[src/rtl/noise_inject_sequencer_pkg.sv]
// Shared types and constants for the noise-injection sequencer.
// Imported by the top-level FSM and by the gain ramp.
package noise_inject_sequencer_pkg;

    localparam int AUDIO_W    = 16;
    localparam int GAIN_W_DEF = 8;
    localparam int RAMP_CNT_W = 16;
    localparam int WAIT_CNT_W = 3;

    typedef enum logic [2:0] {
        IDLE,
        DRIVE_L,
        WAIT_L,
        CAP_L,
        DRIVE_R,
        WAIT_R,
        CAP_R,
        DONE
    } seq_state_t;

    localparam seq_state_t           STATE_RST = IDLE;
    localparam logic [AUDIO_W-1:0]   AUDIO_RST = '0;

endpackage

[src/rtl/noise_inject_sequencer_gain_ramp.sv]
// Soft gain ramp: moves gain_now one code toward the effective target
// every RAMP_SAMPLES completed frames, so that noise enable/disable never clicks.
module noise_inject_sequencer_gain_ramp
    import noise_inject_sequencer_pkg::*;
#(
    parameter int RAMP_SAMPLES = 256,
    parameter int GAIN_W       = GAIN_W_DEF
) (
    input  logic              CLK,
    input  logic              RST,
    input  logic              step,
    input  logic              enable,
    input  logic [GAIN_W-1:0] gain_target,
    output logic [GAIN_W-1:0] gain_now
);

    localparam logic [RAMP_CNT_W-1:0] CNT_LAST = RAMP_CNT_W'(RAMP_SAMPLES - 1);

    logic [RAMP_CNT_W-1:0] ramp_cnt_reg;
    logic [GAIN_W-1:0]     target;

    assign target = enable ? gain_target : '0;

    // Stepping by one toward the target can never overshoot or leave the code range.
    always_ff @(posedge CLK or negedge RST) begin
        if (!RST) begin
            ramp_cnt_reg <= '0;
            gain_now     <= '0;
        end else if (step) begin
            if (gain_now == target) begin
                ramp_cnt_reg <= '0;
            end else if (ramp_cnt_reg >= CNT_LAST) begin
                ramp_cnt_reg <= '0;
                if (gain_now < target)
                    gain_now <= gain_now + 1'b1;
                else
                    gain_now <= gain_now - 1'b1;
            end else begin
                ramp_cnt_reg <= ramp_cnt_reg + 1'b1;
            end
        end
    end

endmodule

[src/rtl/noise_inject_sequencer.sv]
// Shares one noise-adder datapath between left and right channels each frame,
// with a fixed strobe-to-out_valid latency whether or not the frame is bypassed.
module noise_inject_sequencer
    import noise_inject_sequencer_pkg::*;
#(
    parameter int DP_LATENCY   = 1,
    parameter int RAMP_SAMPLES = 256,
    parameter int GAIN_W       = GAIN_W_DEF
) (
    input  logic               CLK,
    input  logic               RST,
    input  logic               sample_strobe,
    input  logic [AUDIO_W-1:0] left_in,
    input  logic [AUDIO_W-1:0] right_in,
    input  logic               enable,
    input  logic [GAIN_W-1:0]  gain_target,
    input  logic               clear_ovr,
    output logic [AUDIO_W-1:0] dp_audio_in,
    output logic [GAIN_W-1:0]  dp_gain,
    input  logic [AUDIO_W-1:0] dp_audio_out,
    output logic [AUDIO_W-1:0] left_out,
    output logic [AUDIO_W-1:0] right_out,
    output logic               out_valid,
    output logic               busy,
    output logic               overrun,
    output logic [GAIN_W-1:0]  gain_now
);

    localparam logic [WAIT_CNT_W-1:0] WAIT_LAST = WAIT_CNT_W'(DP_LATENCY - 2);

    seq_state_t              state_reg;
    logic [WAIT_CNT_W-1:0]   wait_cnt_reg;
    logic                    bypass_reg;
    logic [AUDIO_W-1:0]      left_lat_reg;
    logic [AUDIO_W-1:0]      right_lat_reg;
    logic                    step;

    assign step    = (state_reg == DONE);
    assign dp_gain = gain_now;

    noise_inject_sequencer_gain_ramp #(
        .RAMP_SAMPLES(RAMP_SAMPLES),
        .GAIN_W      (GAIN_W)
    ) u_gain_ramp (
        .CLK        (CLK),
        .RST        (RST),
        .step       (step),
        .enable     (enable),
        .gain_target(gain_target),
        .gain_now   (gain_now)
    );

    always_ff @(posedge CLK or negedge RST) begin
        if (!RST) begin
            state_reg     <= STATE_RST;
            wait_cnt_reg  <= '0;
            bypass_reg    <= 1'b0;
            left_lat_reg  <= AUDIO_RST;
            right_lat_reg <= AUDIO_RST;
            dp_audio_in   <= AUDIO_RST;
            left_out      <= AUDIO_RST;
            right_out     <= AUDIO_RST;
            out_valid     <= 1'b0;
            busy          <= 1'b0;
            overrun       <= 1'b0;
        end else begin
            out_valid <= 1'b0;

            // A new overrun takes priority over a coincident clear.
            if (sample_strobe && (state_reg != IDLE))
                overrun <= 1'b1;
            else if (clear_ovr)
                overrun <= 1'b0;

            case (state_reg)
                IDLE: begin
                    if (sample_strobe) begin
                        left_lat_reg  <= left_in;
                        right_lat_reg <= right_in;
                        bypass_reg    <= !enable && (gain_now == '0);
                        dp_audio_in   <= left_in;
                        busy          <= 1'b1;
                        state_reg     <= DRIVE_L;
                    end
                end
                DRIVE_L: begin
                    wait_cnt_reg <= '0;
                    state_reg    <= (DP_LATENCY > 1) ? WAIT_L : CAP_L;
                end
                WAIT_L: begin
                    if (wait_cnt_reg == WAIT_LAST)
                        state_reg <= CAP_L;
                    else
                        wait_cnt_reg <= wait_cnt_reg + 1'b1;
                end
                CAP_L: begin
                    left_out    <= bypass_reg ? left_lat_reg : dp_audio_out;
                    dp_audio_in <= right_lat_reg;
                    state_reg   <= DRIVE_R;
                end
                DRIVE_R: begin
                    wait_cnt_reg <= '0;
                    state_reg    <= (DP_LATENCY > 1) ? WAIT_R : CAP_R;
                end
                WAIT_R: begin
                    if (wait_cnt_reg == WAIT_LAST)
                        state_reg <= CAP_R;
                    else
                        wait_cnt_reg <= wait_cnt_reg + 1'b1;
                end
                CAP_R: begin
                    right_out <= bypass_reg ? right_lat_reg : dp_audio_out;
                    out_valid <= 1'b1;
                    state_reg <= DONE;
                end
                DONE: begin
                    busy      <= 1'b0;
                    state_reg <= IDLE;
                end
                default: state_reg <= IDLE;
            endcase
        end
    end

endmodule

[config.mk]
export PLATFORM = sky130hd
export DESIGN_NAME = noise_inject_sequencer
export DESIGN_NICKNAME = d
export VERILOG_FILES = /design/src/rtl/noise_inject_sequencer_pkg.sv /design/src/rtl/noise_inject_sequencer_gain_ramp.sv /design/src/rtl/noise_inject_sequencer.sv
export SDC_FILE = /design/constraint.sdc
export NUM_CORES = 1
export LEC_CHECK = 0
export ABC_AREA = 1
export CORE_MARGIN = 3
export CORE_UTILIZATION = 45
export DETAILED_ROUTE_END_ITERATION = 8
export MAX_ROUTING_LAYER = met4
export PLACE_DENSITY = 0.76
export RECOVER_POWER = 50
export REMOVE_ABC_BUFFERS = 1
export SLEW_MARGIN = 15
export SYNTH_ARGS = -nofsm -noshare
export SYNTH_HDL_FRONTEND = slang
export SYNTH_SLANG_ARGS = --single-unit
[constraint.sdc]
create_clock -name CLK -period 2.1 [get_ports CLK]
set_clock_uncertainty 0.05 [all_clocks]
set_input_delay 0.42 -clock CLK [delete_from_list [all_inputs] [get_ports CLK]]
set_output_delay 0.42 -clock CLK [all_outputs]
set_load 0.1 [all_outputs]
# [Yosys cells after proc, flatten, opt, wreduce, memory -nomap -nowiden]
# Cells that the tools add are included.
[totals] regBits=114 in_bits=61 out_inout_bits=67 wordCells=70
[op_classes] n_addsub=4 order_cmp=2 eq_ne=13 mux=19 bitwise=1 n_reduce_logical=18
[op_table] op="$mux W16" count=5
[op_table] op="$pmux W16 S2" count=1
[op_table] op="$pmux W3 S8" count=1
[op_table] op="$add A16 B1 Y16 const B" count=1
[op_table] op="$ge A16 B8 Y1 const B" count=1
[op_table] op="$mux W8" count=2
[op_table] op="$eq A3 B3 Y1 const B" count=5
[op_table] op="$mux W3" count=4
[op_table] op="$add A8 B1 Y8 const B" count=1
[op_table] op="$eq A8 B8 Y1" count=1
[op_table] op="$logic_not A8 Y1" count=1
[op_table] op="$lt A8 B8 Y1" count=1
[op_table] op="$ne A2 B2 Y1 const B" count=4
[op_table] op="$reduce_and A2 Y1" count=4
[op_table] op="$reduce_bool A2 Y1" count=4
[op_table] op="$sub A8 B1 Y8 const B" count=1
[op_table] op="$eq A3 B2 Y1 const B" count=2
[op_table] op="$pmux W3 S2" count=1
[op_table] op="$reduce_and A3 Y1" count=2
[op_table] op="$mux W1" count=4
[op_table] op="$reduce_or A2 Y1" count=2
[op_table] op="$add A3 B1 Y3 const B" count=1
[op_table] op="$eq A3 B1 Y1 const B" count=1
[op_table] op="$logic_not A3 Y1" count=1
[op_table] op="5 further kinds" count=6

# [Longest topological paths before layout]
# Gate-level depths: netlist (run 1).
[depth] ltp_word=4 ltp_mapped=21 depth_no_buf=20

# [By module]
# Synthesis (run 1) repeated with hierarchy kept, for this count alone.
[hier_totals] cells_unflattened=655 area_unflattened_um2=5506.5
[modules_own_cells] module="noise_inject_sequencer" instances=1 cells_each=457 area_per_inst_um2=3946.3 seq_area_each_um2=2252.2
[modules_own_cells] module="noise_inject_sequencer_gain_ramp" instances=1 cells_each=198 area_per_inst_um2=1560.2 seq_area_each_um2=600.6

# [Worst setup path before layout (run 1)]
# No wires, ideal clock.
[synth_path] kind="flip-flop to flip-flop" startpoint="reg u_gain_ramp.gain_now[0]" endpoint="reg u_gain_ramp.gain_now[7]" setup_time_ps=122 arrival_ps=2831 required_time_ps=1928 path_slack_ps=-903 stages_incl_launch_ff=19 path_buffers=0 synth_period_minus_slack_ps=3003 path_cell_list="dfrtp_1 -> inv_1 -> ha_1 -> inv_1 -> nand2_1 -> nand2_1 -> nand2_1 -> nand2_1 -> nand2_1 -> nand2_1 -> ha_1 -> a21oi_1 -> nand2_1 -> nand2_1 -> nand3_1 -> nand2_1 -> nand3_1 -> nand2_1 -> nand2_1"
[synth_between] elab_chain_cells=3 elab_cells_between_ends=7 cone_classes="add/sub (2); order compare (1); eq/ne (1); mux (1); bitwise (1); reduce/logical (1)"
[synth_rtl] item="start, declared" line_no="noise_inject_sequencer_gain_ramp.sv:14" rtl="output logic [GAIN_W-1:0] gain_now"
[synth_rtl] item="start signal, assigned" line_no="noise_inject_sequencer_gain_ramp.sv:35" rtl="gain_now <= gain_now + 1'b1;"
[synth_rtl] item="start signal, assigned" line_no="noise_inject_sequencer_gain_ramp.sv:37" rtl="gain_now <= gain_now - 1'b1;"
[synth_rtl] item="branches (longest 3 deep; another with $sub A8 B1 Y8)"
# Parallel ways; which one is timed is not known.
# A chain may end at the register's enable or synchronous reset.

# [Worst setup path after layout (run 1)]
[layout_path] startpoint="reg u_gain_ramp.gain_now[5]" endpoint="reg u_gain_ramp.gain_now[7]"
# The elaborated chain is that of the path after synthesis.

==> run summary, run 1 <==
• average wire per standard cell: 16.1 um
• instance count along the most critical hold path: 4
• violations in the final reports: negative setup slack
• clk sinks: 114
• antenna violations before repair: 0
• average instance area after synthesis: 8.60 um^2
• die area: 13200 um^2
• combined area of all synthesized cells: 5350 um^2
• Yosys warnings: 0
• Buffers on Ports: 127
• critical path fanouts, max: 5
• Top delay family on crit path: simple AND/OR/NAND/NOR gates
• post-synth top area share: 0.533
• flip-flop and latch count after synthesis: 114
• Yosys cell types: 35
• number of cells on the worst reg-to-reg path: 14
• half-perimeter wire length of the detailed placement result: 9.93 mm
• Core Box Area: 11500 um^2
• Adder-Cell Fraction of Synth Area: 0.0482
• Post-synth top cells: sky130_fd_sc_hd__nand2_1, sky130_fd_sc_hd__dfrtp_1, sky130_fd_sc_hd__inv_1
• simple-gate share of the synthesized area: 0.253
• share of synthesized area spent on multiplexers: 0.00187
• cell count along the critical path: 14
• largest family of logic cells by synthesized area: simple AND/OR/NAND/NOR gates
• Final TNS setup: -1070 ps
• CP max stage cell: sky130_fd_sc_hd__dfrtp_1
• GR Util All Layers: 0.231
• cell with the most instances after synthesis: sky130_fd_sc_hd__nand2_1
• initial standard-cell utilization of the core: 0.465
• worst setup path class: reg -> reg
• maximum clock insertion buffer count: 2
• antenna fix cells: 0
• worst hold margin: 411 ps
• number of antenna-violating nets in the routed design: 0
• final count of negative-setup-slack endpoints: 7
• critical path launch point type: flip-flop
• slew at the pin with the worst max-slew slack: 706 ps
• number of global-route vias before repair: 4820
• crit-path most repeated cell: sky130_fd_sc_hd__nand2_1
• achievable frequency: 426 MHz
• largest area contributor in the netlist: sky130_fd_sc_hd__dfrtp_1
• DRC marker count from the first detailed-route iteration: 313
• Worst Setup End Kind: flip-flop
• share of the synthesized netlist area taken by xor and xnor gates: 0.0147
• TritonCTS buffer count: 17
• run status: finished with violations
• largest stage delay on the critical path: 420 ps
• setup repair after global routing missed its margin: true
• WP buf/inv: 0
• horizontal die dimension: 115 um
• share of async-settable or async-resettable flops after synthesis: 1.00
• normalized max-slew margin: 0.530
• via count: 4862
• number of violations of the max-capacitance limit: 0
• post-route standard cell area excluding fillers: 7690 um^2
• Layout area overhead: 43.8%
• vias per cell: 5.23
• Routability Congestion: 0.890
• vertical extent of the die: 115 um
• share of the yosys chip area belonging to registers: 0.533
• clock-pin slew of the registers on the worst-case setup and hold paths: 50 ps
• class of the most critical hold timing path: in -> reg
• synth top area cells: sky130_fd_sc_hd__dfrtp_1, sky130_fd_sc_hd__nand2_1, sky130_fd_sc_hd__ha_1
• data arrival time of the worst path: 2580 ps
• Post-Syn Instances: 622
• number of pins with negative max-slew slack in the final report: 0
• std cell rows: 39
• Clock Latency Late Sink: 400 ps
• total length of routed wires: 14.9 mm
• number of inserted filler cells in the final layout: 880
• ports placed on the boundary: 128
• Compound-Gate Fraction of Synth Area: 0.0858
• flip-flop cell with the highest count after synthesis: sky130_fd_sc_hd__dfrtp_1
• post-route DRC violation count: 0
• worst-case setup margin in the final layout: -247 ps
• H-tree Lvls: 4
• first-pass GRT wire length: 23.4 mm
• fraction of layout instances using a drive strength above 1: 0.238
• required time at the worst-slack endpoint: 2340 ps
• series of cell instances along the critical path: ha_4 > a21oi_4 > nor2_4 > nor2_4 > nand2_4 > ha_1 > nand2_1 > nand2_1 > nand2_1 > nand2_1 > a21oi_2 > nand3_2 > nand4_1 > nand2_1
• crit share post-route: 1.12
• standard cell area after detailed placement: 6840 um^2
• count of flip-flops with a built-in enable after synthesis: 0
• Final Hold Viols: 0
• total area of sequential cells: 2850 um^2
• total iterations of the first detailed-routing run: 5
• Congestion Overflow GR: 0
• time the worst path needs with I/O delays and setup: 2350 ps
• area occupied by multi-input gates: 2460 um^2
• maximum number of pins on one net before global-route repair: 42
• number of nets in the finished design: 857
• Root Driver: sky130_fd_sc_hd__clkbuf_16
• clock tree from TritonCTS: built
==> cells by family after synthesis <==
kind of cell	Yosys count
xor gates and xnor gates	9
and+or+nand+nor	329
adders and majority gates	20
AOI/OAI and AO/OA	72
DFF	114
muxes	1
buffers and inverters	77
==> area by class of cell <==
| cell class | instances | area share |
|---|---|---|
| Timing Repair Buffer | 165 | 0.190 |
| Multi-Input combinational cell | 432 | 0.320 |
| Sequential cell | 114 | 0.371 |
| Inverter | 46 | 0.0225 |
| Clock buffer | 24 | 0.0626 |
| Tap cell | 143 | 0.0233 |
| Clock inverter | 6 | 0.0104 |
==> per-layer routing <==
metal	routed length, um	track usage	vias up
met3	1070	0.0568	31
li1	-	-	2292
met2	7090	0.361	213
met4	345	0.0853	0
met1	6420	0.293	2326
met5	0	-	-
==> worst paths after layout <==
kind / startpoint / to / slack [ps]
min reg2reg: u_gain_ramp.ramp_cnt_reg[10] / u_gain_ramp.ramp_cnt_reg[10] / 420
max: u_gain_ramp.gain_now[5] / u_gain_ramp.gain_now[7] / -250
max in group asynchronous: RST / left_lat_reg[2] / 310
min in group asynchronous: RST / right_lat_reg[3] / 580
max reg2reg: u_gain_ramp.gain_now[5] / u_gain_ramp.gain_now[7] / -250
min: enable / bypass_reg / 410
==> placed cells by master, fill, tap and decap left out, types with 5 or more instances in the layout <==
master                              n
sky130_fd_sc_hd__nand2_2           11
sky130_fd_sc_hd__o21ai_0           11
sky130_fd_sc_hd__inv_2              8
sky130_fd_sc_hd__buf_4             85
sky130_fd_sc_hd__a21oi_1            6
sky130_fd_sc_hd__dlygate4sd2_1      8
sky130_fd_sc_hd__buf_12             9
sky130_fd_sc_hd__inv_1             38
sky130_fd_sc_hd__xor2_1             6
sky130_fd_sc_hd__nand2_1          229
sky130_fd_sc_hd__clkbuf_16         17
sky130_fd_sc_hd__dfrtp_1          114
sky130_fd_sc_hd__clkbuf_1           6
sky130_fd_sc_hd__a31oi_1           17
sky130_fd_sc_hd__ha_4              13
sky130_fd_sc_hd__nor2_1            33
sky130_fd_sc_hd__o21a_1            17
sky130_fd_sc_hd__nand4_1            5
sky130_fd_sc_hd__nand3_1           33
sky130_fd_sc_hd__clkbuf_2           7
sky130_fd_sc_hd__o211ai_1           6
sky130_fd_sc_hd__clkdlybuf4s50_1   50
==> timing repair <==
item,in CTS,in global routing
hold endpoints to repair,25,0
setup endpoints to repair,7,12
resized for setup,49,21
hold buffers,1,0
cloned,1,0
pin swaps,28,9
buffers inserted,3,0
==> worst register-to-register path: cells and delay by family, from the launching register on <==
family / cells / cell delay, ps
AO/OA/AOI/OAI: 2 / 270
flip-flops: 1 / 420
AND/OR/NAND/NOR: 10 / 1020
adder cells (fa/ha/maj): 2 / 470
==> stage by stage <==
step	instances	worst slack, ps	util
global route	930	-339	0.668
floorplan	591	-1610	-
global placement	895	-1060	0.594
CTS	930	-123	0.661
detailed placement	895	-1220	0.594
finish	930	-247	0.668
Power of run 1 is left out: the tool's default activity adds up to more than one toggle a clock period on the data nets, which glitch-free logic cannot reach.
==> run 2: changes to the inputs <==
Settings changed: CORE_MARGIN 3 to 2.
==> run 2 against run 1 <==
  * The flow finishes with violations (design-rule violations, negative setup slack)
  * Cell area is 0.96% higher
  * First-iteration DRC count rose by 36%
  * Wire length shrank 0.90%
  * Via count grew 0.53%
  * Hold slack better by 9.8 ps
  * Die area down 3.4%
  * Highest routed layer unchanged
==> run summary, run 2 (synthesized netlist as in run 1, its figures left out) <==
• run status: finished with violations
• violations in the final reports: design-rule violations, negative setup slack
• Congestion Overflow GR: 0
• normalized max-slew margin: 0.426
• die area: 12800 um^2
• Worst Setup End Kind: flip-flop
• via count: 4888
• std cell rows: 39
• highest metal used: met4
• time the worst path needs with I/O delays and setup: 2390 ps
• CP max stage cell: sky130_fd_sc_hd__dfrtp_1
• clock tree from TritonCTS: built
• Clock Latency Late Sink: 420 ps
• Core Box Area: 11500 um^2
• crit share post-route: 1.14
• antenna violations before repair: 0
• antenna fix cells: 0
• number of antenna-violating nets in the routed design: 0
• data arrival time of the worst path: 2700 ps
• final count of negative-setup-slack endpoints: 6
• maximum number of pins on one net before global-route repair: 49
• GR Util All Layers: 0.244
• Final Hold Viols: 0
• first-pass GRT wire length: 23.8 mm
• series of cell instances along the critical path: ha_1 > nand2_2 > nor2_2 > nor2_4 > nand2_4 > buf_12 > ha_4 > nand2_4 > inv_2 > nand2_2 > nand2_1 > a21oi_1 > nand3_1 > nand3_1 > nand2_1 > nand2_1
• number of placed instances with taps included: 893
• largest stage delay on the critical path: 420 ps
• WP buf/inv: 2
• clk sinks: 114
• clock-pin slew of the registers on the worst-case setup and hold paths: 60 ps
• instance count along the most critical hold path: 2
• ports placed on the boundary: 128
• setup repair after global routing missed its margin: true
• Layout area overhead: 45.1%
• number of global-route vias before repair: 4903
• Routability Congestion: 0.884
• worst setup path class: reg -> reg
• number of cells on the worst reg-to-reg path: 16
• half-perimeter wire length of the detailed placement result: 9.61 mm
• non-filler cells in the finished layout: 937
• critical path fanouts, max: 6
• most frequent standard cell in the layout excluding fill and tap cells: sky130_fd_sc_hd__nand2_1
• Setup WS pre-CTS: -1250 ps
• Met2 Routed Length: 7.04 mm
• number of violations of the max-capacitance limit: 0
• routed metal-1 wirelength: 6.41 mm
• slew at the pin with the worst max-slew slack: 860 ps
• required time at the worst-slack endpoint: 2410 ps
• class of the most critical hold timing path: reg -> reg
• final core utilization: 0.674
• TritonCTS buffer count: 17
• Root Driver: sky130_fd_sc_hd__clkbuf_16
• post-route DRC violation count: 14
• DRC marker count from the first detailed-route iteration: 426
• number of pins with negative max-slew slack in the final report: 0
• Top delay family on crit path: simple AND/OR/NAND/NOR gates
• initial standard-cell utilization of the core: 0.465
• average wire per standard cell: 15.8 um
• critical path launch point type: flip-flop
• worst-case setup margin in the final layout: -288 ps
• fraction of layout instances using a drive strength above 1: 0.252
• number of nets in the finished design: 862
• total iterations of the first detailed-routing run: 7
• maximum clock insertion buffer count: 2
• highest-count cells in the layout ignoring fill and taps: sky130_fd_sc_hd__nand2_1, sky130_fd_sc_hd__dfrtp_1, sky130_fd_sc_hd__buf_4, sky130_fd_sc_hd__clkdlybuf4s50_1, sky130_fd_sc_hd__inv_1
• Buffers on Ports: 127
• vertical extent of the die: 113 um
• crit-path most repeated cell: sky130_fd_sc_hd__nand2_1
• total length of routed wires: 14.8 mm
• H-tree Lvls: 4
• vias per cell: 5.22
• horizontal die dimension: 113 um
• met3 routed WL: 1.10 mm
• cell count along the critical path: 16
• achievable frequency: 419 MHz
==> run 2: changes by cell type in the layout (fill, tap and decap cells not counted), moves of 2 or more <==
| cell | previous run | this run |
|---|---|---|
| sky130_fd_sc_hd__buf_6 | 1 | 4 |
| sky130_fd_sc_hd__clkbuf_2 | 7 | 14 |
| sky130_fd_sc_hd__clkbuf_1 | 6 | 1 |
| sky130_fd_sc_hd__dfrtp_2 | 0 | 2 |
| sky130_fd_sc_hd__a21oi_1 | 6 | 8 |
| sky130_fd_sc_hd__dfrtp_1 | 114 | 112 |
| sky130_fd_sc_hd__buf_4 | 85 | 82 |
| sky130_fd_sc_hd__clkinvlp_4 | 0 | 2 |
| sky130_fd_sc_hd__nand2_2 | 11 | 13 |
| sky130_fd_sc_hd__nand2_1 | 229 | 227 |
==> run 2: path summary, 6_finish.rpt <==
| check | from | end | slack [ps] |
|---|---|---|---|
| setup reg to reg | u_gain_ramp.gain_now[6] | u_gain_ramp.gain_now[7] | -290 |
| setup / recovery | u_gain_ramp.gain_now[6] | u_gain_ramp.gain_now[7] | -290 |
| min in group asynchronous | RST | dp_audio_in[11] | 600 |
| hold / removal | u_gain_ramp.ramp_cnt_reg[12] | u_gain_ramp.ramp_cnt_reg[12] | 420 |
| hold reg to reg | u_gain_ramp.ramp_cnt_reg[12] | u_gain_ramp.ramp_cnt_reg[12] | 420 |
| max in group asynchronous | RST | dp_audio_in[15] | 270 |
==> run 2: final cells by class <==
type                            count  area [um^2]
Fill cell                         900         3750
Inverter                           46          175
Tap cell                          143          179
Clock buffer                       22          484
Multi-Input combinational cell    431         2410
Sequential cell                   114         2860
Timing Repair Buffer              171         1530
Clock inverter                     10          130
==> run 2: per-layer routing <==
layer	vias up	GRT usage
met3	24	0.0557
met2	198	0.388
met4	0	0.0870
met1	2350	0.310
li1	2316	-
met5	-	-
==> run 2: through the flow <==
stage               hold WS [ps]  instance area, um^2  TNS, ps
floorplan                   74.4                 5180   -17320
global placement             360                 6840    -9620
detailed placement           363                 6840   -11010
CTS                          424                 7730     -967
global route                 446                 7760    -2270
finish                       421                 7760    -1080
==> run 2: worst reg2reg max path, cell delays in order (launching register included) <==
cell and delay (ps):
sky130_fd_sc_hd__dfrtp_1 420, sky130_fd_sc_hd__ha_1 310, sky130_fd_sc_hd__nand2_2 110, sky130_fd_sc_hd__nor2_2 60, sky130_fd_sc_hd__nor2_4 140, sky130_fd_sc_hd__nand2_4 90
sky130_fd_sc_hd__buf_12 150, sky130_fd_sc_hd__ha_4 260, sky130_fd_sc_hd__nand2_4 100, sky130_fd_sc_hd__inv_2 40, sky130_fd_sc_hd__nand2_2 60, sky130_fd_sc_hd__nand2_1 50
sky130_fd_sc_hd__a21oi_1 130, sky130_fd_sc_hd__nand3_1 140, sky130_fd_sc_hd__nand3_1 100, sky130_fd_sc_hd__nand2_1 60, sky130_fd_sc_hd__nand2_1 60
==> run 2: what timing repair did <==
item | in CTS | in global routing
setup buffers | 7 | 4
setup endpoints to repair | 10 | 7
hold buffers | 1 | 0
pin swaps | 35 | 19
resized for setup | 49 | 24
hold endpoints to repair | 32 | 0
Power of run 2 is left out for the same reason.
